$ cat src/rtl/fetch_unit.sv
// Instruction fetch unit: reads one instruction word at pc, resolves
// indirect addressing through a second memory read, and reports the
// instruction and effective address with a one-cycle done pulse.
module fetch_unit #(
    parameter int ADDR_W = 12,
    parameter int DATA_W = 16
) (
    input  logic              clk,
    input  logic              rst_n,
    input  logic              start,
    input  logic              pc_load,
    input  logic [ADDR_W-1:0] pc_in,
    input  logic [DATA_W-1:0] mem_rdata,
    output logic [ADDR_W-1:0] mem_adress,
    output logic              mem_read,
    output logic              mem_write,
    output logic [ADDR_W-1:0] pc,
    output logic [DATA_W-1:0] ir,
    output logic [ADDR_W-1:0] ea,
    output logic              indirect,
    output logic              busy,
    output logic              done
);

    typedef enum logic [2:0] {
        IDLE,
        F_ADDR,
        F_WAIT,
        DEC,
        I_ADDR,
        I_WAIT,
        DONE
    } state_t;

    state_t            state_q, state_d;
    logic [ADDR_W-1:0] pc_q, pc_d;
    logic [DATA_W-1:0] ir_q, ir_d;
    logic [ADDR_W-1:0] ea_q, ea_d;
    logic [ADDR_W-1:0] addr_q, addr_d;
    logic              rd_q, rd_d;
    logic              ind_q, ind_d;

    // State and datapath registers, cleared asynchronously.
    always_ff @(posedge clk or negedge rst_n) begin
        if (!rst_n) begin
            state_q <= IDLE;
            pc_q    <= '0;
            ir_q    <= '0;
            ea_q    <= '0;
            addr_q  <= '0;
            rd_q    <= 1'b0;
            ind_q   <= 1'b0;
        end else begin
            state_q <= state_d;
            pc_q    <= pc_d;
            ir_q    <= ir_d;
            ea_q    <= ea_d;
            addr_q  <= addr_d;
            rd_q    <= rd_d;
            ind_q   <= ind_d;
        end
    end

    // Next-state and next-datapath logic; everything holds unless a state acts on it.
    always_comb begin
        state_d = state_q;
        pc_d    = pc_q;
        ir_d    = ir_q;
        ea_d    = ea_q;
        addr_d  = addr_q;
        rd_d    = rd_q;
        ind_d   = ind_q;
        unique case (state_q)
            IDLE: begin
                if (pc_load) begin
                    pc_d = pc_in;
                end
                if (start) begin
                    addr_d  = pc_load ? pc_in : pc_q;
                    rd_d    = 1'b1;
                    state_d = F_ADDR;
                end
            end
            F_ADDR: state_d = F_WAIT;
            F_WAIT: begin
                ir_d    = mem_rdata;
                rd_d    = 1'b0;
                state_d = DEC;
            end
            DEC: begin
                if (ir_q[15] && (ir_q[14:12] != 3'b111)) begin
                    addr_d  = ir_q[ADDR_W-1:0];
                    rd_d    = 1'b1;
                    ind_d   = 1'b1;
                    state_d = I_ADDR;
                end else begin
                    ea_d    = ir_q[ADDR_W-1:0];
                    ind_d   = 1'b0;
                    state_d = DONE;
                end
            end
            I_ADDR: state_d = I_WAIT;
            I_WAIT: begin
                ea_d    = mem_rdata[ADDR_W-1:0];
                rd_d    = 1'b0;
                state_d = DONE;
            end
            DONE: begin
                pc_d    = pc_q + 1'b1;
                state_d = IDLE;
            end
            default: state_d = IDLE;
        endcase
    end

    assign mem_adress = addr_q;
    assign mem_read   = rd_q;
    assign mem_write  = 1'b0;
    assign pc         = pc_q;
    assign ir         = ir_q;
    assign ea         = ea_q;
    assign indirect   = ind_q;
    assign busy       = (state_q != IDLE);
    assign done       = (state_q == DONE);

endmodule
$ cat config.mk
export PLATFORM = sky130hd
export DESIGN_NAME = fetch_unit
export DESIGN_NICKNAME = d
export VERILOG_FILES = /design/src/rtl/fetch_unit.sv
export SDC_FILE = /design/constraint.sdc
export NUM_CORES = 1
export LEC_CHECK = 0
export ABC_AREA = 1
export BUFFER_PORTS_ARGS = -buffer_cell sky130_fd_sc_hd__buf_2
export CORE_ASPECT_RATIO = 0.75
export CORE_UTILIZATION = 55
export DETAILED_ROUTE_END_ITERATION = 6
export GPL_TIMING_DRIVEN = 0
export PLACE_DENSITY = 0.87
export SLEW_MARGIN = 0
export SYNTH_ARGS = -nofsm -noshare
export SYNTH_HDL_FRONTEND = slang
export SYNTH_SLANG_ARGS = --single-unit
$ cat constraint.sdc
create_clock -name clk -period 2.5 [get_ports clk]
set_input_delay 0.5 -clock clk [delete_from_list [all_inputs] [get_ports clk]]
set_output_delay 0.5 -clock clk [all_outputs]
set_load 0.1 [all_outputs]
# == Word-level counts from Yosys, hierarchy flattened ==
# Index checks and enable logic that the tools add are counted.
# totals
register_bits,57
wordCells,43
# classes
n_reduce_logical,11
eq_ne,10
mux,14
n_addsub,1
# op_table
op,count
12-bit one-hot mux with 2 select lines,3
12-bit two-way mux,4
3-bit one-hot mux with 6 select lines,1
"12-bit by 1-bit adder with 12-bit output, second input constant",1
"3-bit equality test, second input constant",3
"3-bit by 2-bit equality test with 1-bit output, second input constant",2
"2-bit != test, second input constant",3
3-bit AND reduction,2
2-bit nonzero test,3
3-bit nonzero test,2
"3-bit by 1-bit equality test with 1-bit output, second input constant",1
3-bit logical NOT,1
1-bit two-way mux,3
3-bit two-way mux,1
"3-bit != test, second input constant",1
1-bit one-hot mux with 3 select lines,1
2-bit two-way mux,1
2-bit AND reduction,1
2-bit OR reduction,1
1-bit logical AND,1

# == Longest topological paths before layout ==
# Gate-level depths: netlist of run 1.
# logic_depth
word_depth,4
depth_mapped,8
ltp_nobuf,8

# == Worst setup path before layout of run 1 ==
# Ideal clock, no wire load.
# synth_path
kind,register -> register
startpoint,register pc_q[1] (netlist: pc[1])
endpoint,register pc_q[8] (netlist: pc[8])
required_time_ps,2384
n_path_buf,0
slack_ps,457
path_stages_with_launch,9
setup_time_ps,116
arrival_ps,1926
synth_period_minus_slack_ps,2043
path_cell_list,dfrtp_1 -> ha_1 -> nand3_1 -> nor2_1 -> nand2_1 -> nand2_1 -> nand3_1 -> nand2_1 -> nand2_1
# synth_between
elab_chain_len,2
# synth_rtl
item,line_no,text
from (decl),36,"logic [ADDR_W-1:0] pc_q, pc_d;"
from (signal assigned),55,pc_q <= pc_d;
12-bit by 1-bit adder with 12-bit output,109,pc_d = pc_q + 1'b1;
12-bit one-hot mux with 2 select lines,73,unique case (state_q)
# No other way between the ends.
# A chain may end at the register's enable or synchronous reset.

# == Final worst setup path of run 1 ==
# layout_path
startpoint,register state_q[1]
endpoint,output port done
# layout_between
elab_chain_len,1
# layout_rtl
item,line_no,text
from (decl),35,"state_t state_q, state_d;"
from (signal assigned),54,state_q <= state_d;
3-bit equality test,124,assign done = (state_q == DONE);
to (decl),22,output logic done
# No other way between the ends.

==> results of run 1 <==
## cell usage in the layout (no fill, tap or decap), types with 2 or more instances in the layout
cell                         count
sky130_fd_sc_hd__nand2_1       112
sky130_fd_sc_hd__nand4_1         2
sky130_fd_sc_hd__nand3_2         2
sky130_fd_sc_hd__nand3_1        15
sky130_fd_sc_hd__o211ai_1        4
sky130_fd_sc_hd__clkbuf_1        5
sky130_fd_sc_hd__o21ai_0        33
sky130_fd_sc_hd__buf_4           6
sky130_fd_sc_hd__o21a_1          2
sky130_fd_sc_hd__nand2_4         2
sky130_fd_sc_hd__o21ai_1         8
sky130_fd_sc_hd__buf_2          90
sky130_fd_sc_hd__clkinvlp_4      2
sky130_fd_sc_hd__clkbuf_8        9
sky130_fd_sc_hd__clkinv_2        3
sky130_fd_sc_hd__mux2_2          4
sky130_fd_sc_hd__dfrtp_1        57
sky130_fd_sc_hd__a21oi_1        30
sky130_fd_sc_hd__nor2_1         38
sky130_fd_sc_hd__nor2_2          2
sky130_fd_sc_hd__buf_6           2
sky130_fd_sc_hd__inv_1          34
sky130_fd_sc_hd__xor2_1          2
## final cells by class
class	count	share of cell area, %
Sequential cell	57	39.90
Multi-Input combinational cell	263	34.16
Timing Repair Buffer	87	12.25
Inverter	35	3.675
Clock buffer	9	3.465
Buffer	16	2.765
Tap cell	60	2.100
Clock inverter	6	1.680
## kinds of logic (layout without fill, tap and decap cells)
| kind of cell | Yosys count | count (layout) | synth area share, % |
|---|---|---|---|
| and+or+nand+nor | 176 | 176 | 25.22 |
| AOI/OAI and AO/OA | 79 | 79 | 14.48 |
| DFF | 57 | 57 | 49.57 |
| buffers and inverters | 51 | 153 | 8.000 |
| muxes | 4 | 4 | 1.565 |
| xor gates and xnor gates | 2 | 2 | 0.6088 |
| adders and majority gates | 1 | 1 | 0.4347 |
| other | 1 | 1 | 0.1303 |
## stage by stage
| stage | area (sq um) | instances |
|---|---|---|
| 2_1_floorplan | 2878 | 371 |
| 3_3_place_gp | 3388 | 518 |
| 3_5_place_dp | 3388 | 518 |
| 4_1_cts | 3572 | 533 |
| 5_1_grt | 3575 | 533 |
| 6_report | 3575 | 533 |
## routing by layer
metal / GRT usage [%] / vias up / share of wire (%)
met1: 42.10 / 1381 / 43
met5: 0 / - / 0
met2: 48.30 / 165 / 45
li1: - / 1390 / -
met4: 12.50 / 0 / 2.3
met3: 10.32 / 22 / 9.4
## worst max path at each step
stage	start	to	depth (start not counted)
after global placement	state_q[1]	done	4
after floorplan	pc[1]	pc[8]	8
after global routing	state_q[1]	done	4
after CTS	state_q[1]	done	4
after detailed placement	state_q[1]	done	4
final	state_q[1]	done	4
## registers in the layout (all words and copies together), names as in the netlist
| name | count |
|---|---|
| state_q | 3 |
| indirect | 1 |
| pc | 12 |
| mem_read | 1 |
| ea | 12 |
| ir | 16 |
| mem_adress | 12 |
## critical path, cell delays in order (launching register included)
cell,delay [ns]
sky130_fd_sc_hd__dfrtp_1,0.46
sky130_fd_sc_hd__nand2_1,0.12
sky130_fd_sc_hd__nor2_2,0.16
sky130_fd_sc_hd__buf_4,0.21
sky130_fd_sc_hd__buf_2,0.45
==> results.txt, run 1 <==
outcome -> finished, final reports clean
post-synthesis instance area -> 2878 sq um
final slew viol count -> 0
cells on worst reg2reg path -> 8
vias after detailed routing -> 2958
port bufs -> 87
setup slack after layout -> 0.2630 ns
starting density of the core -> 58.08%
global placer's final weighted congestion -> 0.9079
Worst Path Max Fanout -> 10
number of endpoints with negative hold slack in the final report -> 0
DRC viols -> 0
number of enable flip-flop cells after synthesis -> 0
post-synth net total -> 404
overall overflow remaining after global route -> 0
GRT Overall Usage -> 31.63%
most instantiated cells after synthesis -> 112 x sky130_fd_sc_hd__nand2_1, 57 x sky130_fd_sc_hd__dfrtp_1, 38 x sky130_fd_sc_hd__nor2_1, 34 x sky130_fd_sc_hd__inv_1, 33 x sky130_fd_sc_hd__o21ai_0
area share of the largest cell type after synthesis -> 49.57%
Core Area -> 4955 sq um
total of endpoints with negative setup slack in the final report -> 0
Sinks on Clock Net -> 57
Final HPWL DP -> 5697 microns
achievable clock frequency -> 0.4470 GHz
beginning of the worst register-to-register path -> state_q[0]
multi-input logic area -> 1221 sq um
sequential cell area fraction in the yosys report -> 49.57%
wire length of the first global-routing pass -> 13180 microns
total negative setup slack -> 0 ns
average cell area after synthesis -> 7.757 sq um
maximum level of the CTS H-tree -> 3
WL final -> 7714 microns
Seq cells post-synth -> 57
violation count after the first detailed-routing iteration -> 386
final critical delay including setup and external delays -> 2.237 ns
growth of design area from synthesis to finish -> 24.22%
cell count after synthesis -> 371
Worst Setup Start Kind -> register
floorplan row count -> 22
reg-to-reg critical path endpoint -> pc[8]
Detailed Routing Iterations Pass 1 -> 6
path type of the worst min-delay path -> input pin to asynchronous set/reset pin
routed len/inst -> 14.47 microns
ratio of cells with drive above 1 in the final layout -> 26.64%
worst relative slew slack -> 53.47%
detailed-route vias per instance -> 5.550
fillcell total -> 402
Num CTS Buffers -> 9
setup repair after global routing missed its margin -> false
setup slack of the most critical reg-to-reg path -> 0.87 ns
chip height -> 64.65 microns
pin slew with the least headroom to its limit -> 0.6979 ns
utilization after layout -> 72.15%
max-cap violation count -> 0
Main synth FF type -> sky130_fd_sc_hd__dfrtp_1
Clk Tree Root Cell -> sky130_fd_sc_hd__clkbuf_8
remaining antenna violation count -> 0
Area contributors post-synth -> sky130_fd_sc_hd__dfrtp_1 50%, sky130_fd_sc_hd__nand2_1 15%, sky130_fd_sc_hd__o21ai_0 5.7%, sky130_fd_sc_hd__a21oi_1 5.2%, sky130_fd_sc_hd__nor2_1 5.0%
die extent in x -> 85.53 microns
pin count of the biggest net entering global routing -> 58
count of hold buffers inserted by post-cts repair -> 0
post-synthesis cell type count -> 28
post-synthesis cell type with the largest combined area -> sky130_fd_sc_hd__dfrtp_1
via count of the first global-routing pass -> 2892
Critical Path RT -> 2.00 ns
CP Data Arrival Time -> 1.74 ns
number of setup buffers added after CTS -> 0
clk buf depth -> 2
clock skew after layout -> 0.004308 ns
path type of the worst setup path -> register to output port
antenna violations before repair -> 0
library cell with the highest instance count after synthesis -> sky130_fd_sc_hd__nand2_1
worst hold slack after final layout -> 0.2036 ns
period utilization -> 89.48%
clock latency on the worst-skew pair -> 0.34 ns
clock slew seen by the registers of the worst setup and hold paths -> 0.07 ns
worst slack after detailed placement -> 0.6520 ns
async set-reset flop share out of synthesis -> 100.0%
number of nets at the end of the flow -> 502
CTS tree -> done
diode count -> 0
Yosys warning count -> 0
area enclosed by the die boundary -> 5529 sq um
I/O Pins -> 89
CTS-repair resized insts -> 0
crit path capture type -> output port
register area -> 1426 sq um
Power of run 1 is not shown: default switching activity piles up to over one toggle a cycle in this logic, so the estimate is an artifact.
==> inputs of run 2 (changes only) <==
--- a/config.mk
+++ b/config.mk
@@ -7,11 +7,13 @@
 export LEC_CHECK = 0
 export ABC_AREA = 1
 export BUFFER_PORTS_ARGS = -buffer_cell sky130_fd_sc_hd__buf_2
+export CELL_PAD_IN_SITES_DETAIL_PLACEMENT = 1
+export CELL_PAD_IN_SITES_GLOBAL_PLACEMENT = 1
 export CORE_ASPECT_RATIO = 0.75
-export CORE_UTILIZATION = 55
+export CORE_UTILIZATION = 39
 export DETAILED_ROUTE_END_ITERATION = 6
 export GPL_TIMING_DRIVEN = 0
-export PLACE_DENSITY = 0.87
+export PLACE_DENSITY = 0.86
 export SLEW_MARGIN = 0
 export SYNTH_ARGS = -nofsm -noshare
 export SYNTH_HDL_FRONTEND = slang
==> run 2 against run 1 <==
  * Design area grew 1.3%
  * Cell count is 7.1% higher
  * Core utilization down 20 points
  * Critical endpoint unchanged
  * Largest cell class unchanged
  * Highest routed layer unchanged
==> results.txt, run 2 (synthesis results as in run 1) <==
via count of the first global-routing pass -> 3038 (was 2892)
period utilization -> 91.35% (was 89.48%)
CTS tree -> done (unchanged)
clock latency on the worst-skew pair -> 0.35 ns (was 0.34 ns)
port bufs -> 87 (unchanged)
Critical Path RT -> 2.00 ns (about the same)
clock slew seen by the registers of the worst setup and hold paths -> 0.06 ns (was 0.07 ns)
outcome -> finished, final reports clean (unchanged)
Worst Setup Start Kind -> register (unchanged)
number of nets at the end of the flow -> 502 (unchanged)
final slew viol count -> 0 (unchanged)
reg-to-reg critical path endpoint -> pc[8] (unchanged)
CP Data Arrival Time -> 1.78 ns (was 1.74 ns)
most common cell after layout, fill and taps aside -> sky130_fd_sc_hd__nand2_1 (unchanged)
wire length of the first global-routing pass -> 15490 microns (was 13180 microns)
antenna violations before repair -> 0 (unchanged)
pin count of the biggest net entering global routing -> 58 (unchanged)
Sinks on Clock Net -> 57 (unchanged)
crit path capture type -> output port (unchanged)
path type of the worst setup path -> register to output port (unchanged)
clock skew after layout -> 0.004981 ns (was 0.004308 ns)
count of hold buffers inserted by post-cts repair -> 0 (unchanged)
Final HPWL DP -> 6837 microns (was 5697 microns)
total negative setup slack -> 0 ns (unchanged)
I/O Pins -> 89 (unchanged)
total of endpoints with negative setup slack in the final report -> 0 (unchanged)
setup slack of the most critical reg-to-reg path -> 0.69 ns (was 0.87 ns)
vias after detailed routing -> 2902 (was 2958)
setup repair after global routing missed its margin -> false (unchanged)
GRT Overall Usage -> 26.44% (was 31.63%)
clk buf depth -> 2 (unchanged)
cells on worst reg2reg path -> 8 (unchanged)
final critical delay including setup and external delays -> 2.284 ns (was 2.237 ns)
achievable clock frequency -> 0.4379 GHz (was 0.4470 GHz)
DRC viols -> 0 (unchanged)
fillcell total -> 919 (was 402)
most frequent cells in the layout -> 112 x sky130_fd_sc_hd__nand2_1, 90 x sky130_fd_sc_hd__buf_2, 57 x sky130_fd_sc_hd__dfrtp_1, 38 x sky130_fd_sc_hd__nor2_1, 34 x sky130_fd_sc_hd__inv_1 (unchanged)
Detailed Routing Iterations Pass 1 -> 4 (was 6)
violation count after the first detailed-routing iteration -> 159 (was 386)
global placer's final weighted congestion -> 0.8683 (was 0.9079)
number of endpoints with negative hold slack in the final report -> 0 (unchanged)
growth of design area from synthesis to finish -> 25.78% (was 24.22%)
die extent in x -> 101.2 microns (was 85.53 microns)
area enclosed by the die boundary -> 7730 sq um (was 5529 sq um)
path type of the worst min-delay path -> input pin to asynchronous set/reset pin (unchanged)
WL final -> 9300 microns (was 7714 microns)
floorplan row count -> 26 (was 22)
routed len/inst -> 16.29 microns (was 14.47 microns)
Worst Path Max Fanout -> 10 (unchanged)
maximum level of the CTS H-tree -> 3 (unchanged)
remaining antenna violation count -> 0 (unchanged)
CTS-repair resized insts -> 0 (unchanged)
max-cap violation count -> 0 (unchanged)
ratio of cells with drive above 1 in the final layout -> 26.43% (was 26.64%)
Clk Tree Root Cell -> sky130_fd_sc_hd__clkbuf_8 (unchanged)
beginning of the worst register-to-register path -> state_q[0] (unchanged)
worst relative slew slack -> 50.34% (was 53.47%)
chip height -> 76.39 microns (was 64.65 microns)
detailed-route vias per instance -> 5.082 (was 5.550)
overall overflow remaining after global route -> 0 (unchanged)
number of flip-flops in the largest register -> 16 (unchanged)
diode count -> 0 (unchanged)
Num CTS Buffers -> 9 (unchanged)
number of setup buffers added after CTS -> 0 (unchanged)
pin slew with the least headroom to its limit -> 0.7448 ns (was 0.6979 ns)
starting density of the core -> 41.34% (was 58.08%)
Core Area -> 6962 sq um (was 4955 sq um)
-- run 2: worst max-delay path, stage by stage (launching register included) --
cell,delay [ns]
sky130_fd_sc_hd__dfrtp_1,0.48
sky130_fd_sc_hd__nand2_1,0.15
sky130_fd_sc_hd__nor2_2,0.16
sky130_fd_sc_hd__buf_4,0.21
sky130_fd_sc_hd__buf_2,0.45
-- run 2: area by class of cell --
class / instances / area (sq um) / area share [%]
clock inverter: 2 / 12.51 / 0.3457
timing repair buffer: 87 / 437.9 / 12.10
clock buffer: 13 / 168.9 / 4.666
inverter: 35 / 131.4 / 3.629
tap: 98 / 122.6 / 3.387
buffer: 16 / 98.84 / 2.731
multi-input combinational: 263 / 1221 / 33.74
sequential: 57 / 1426 / 39.41
-- run 2: how the worst max path moves through the flow --
stage	endpoint	startpoint	cells after the start	slack, ns
finish	done	state_q[1]	4	0.22
global route	done	state_q[1]	4	0.15
CTS	done	state_q[1]	4	0.23
detailed placement	done	state_q[1]	4	0.64
global placement	done	state_q[1]	4	0.68
floorplan	pc[8]	pc[1]	8	0.46
-- run 2: per-stage QoR --
stage / util [%] / instance area, sq um / worst slack, ns / cells / hold WS (ns)
4_1_cts: 51.96 / 3617 / 0.2319 / 571 / 0.3754
6_report: 52.00 / 3620 / 0.2162 / 571 / 0.2168
5_1_grt: 52.00 / 3620 / 0.1524 / 571 / 0.2846
3_3_place_gp: 49.35 / 3436 / 0.6781 / 556 / 0.4576
3_5_place_dp: 49.35 / 3436 / 0.6379 / 556 / 0.4698
2_1_floorplan: - / 2878 / 0.4572 / 371 / 0.2044
-- run 2: metal layers --
| layer | global-route usage (%) | up-vias | share of wire, % |
|---|---|---|---|
| met5 | 0 | - | 0 |
| met4 | 8.841 | 0 | 1.6 |
| met3 | 6.881 | 15 | 4.3 |
| met2 | 41.56 | 66 | 48 |
| met1 | 35.38 | 1432 | 46 |
| li1 | - | 1389 | - |
Power of run 2 is left out for the same reason.
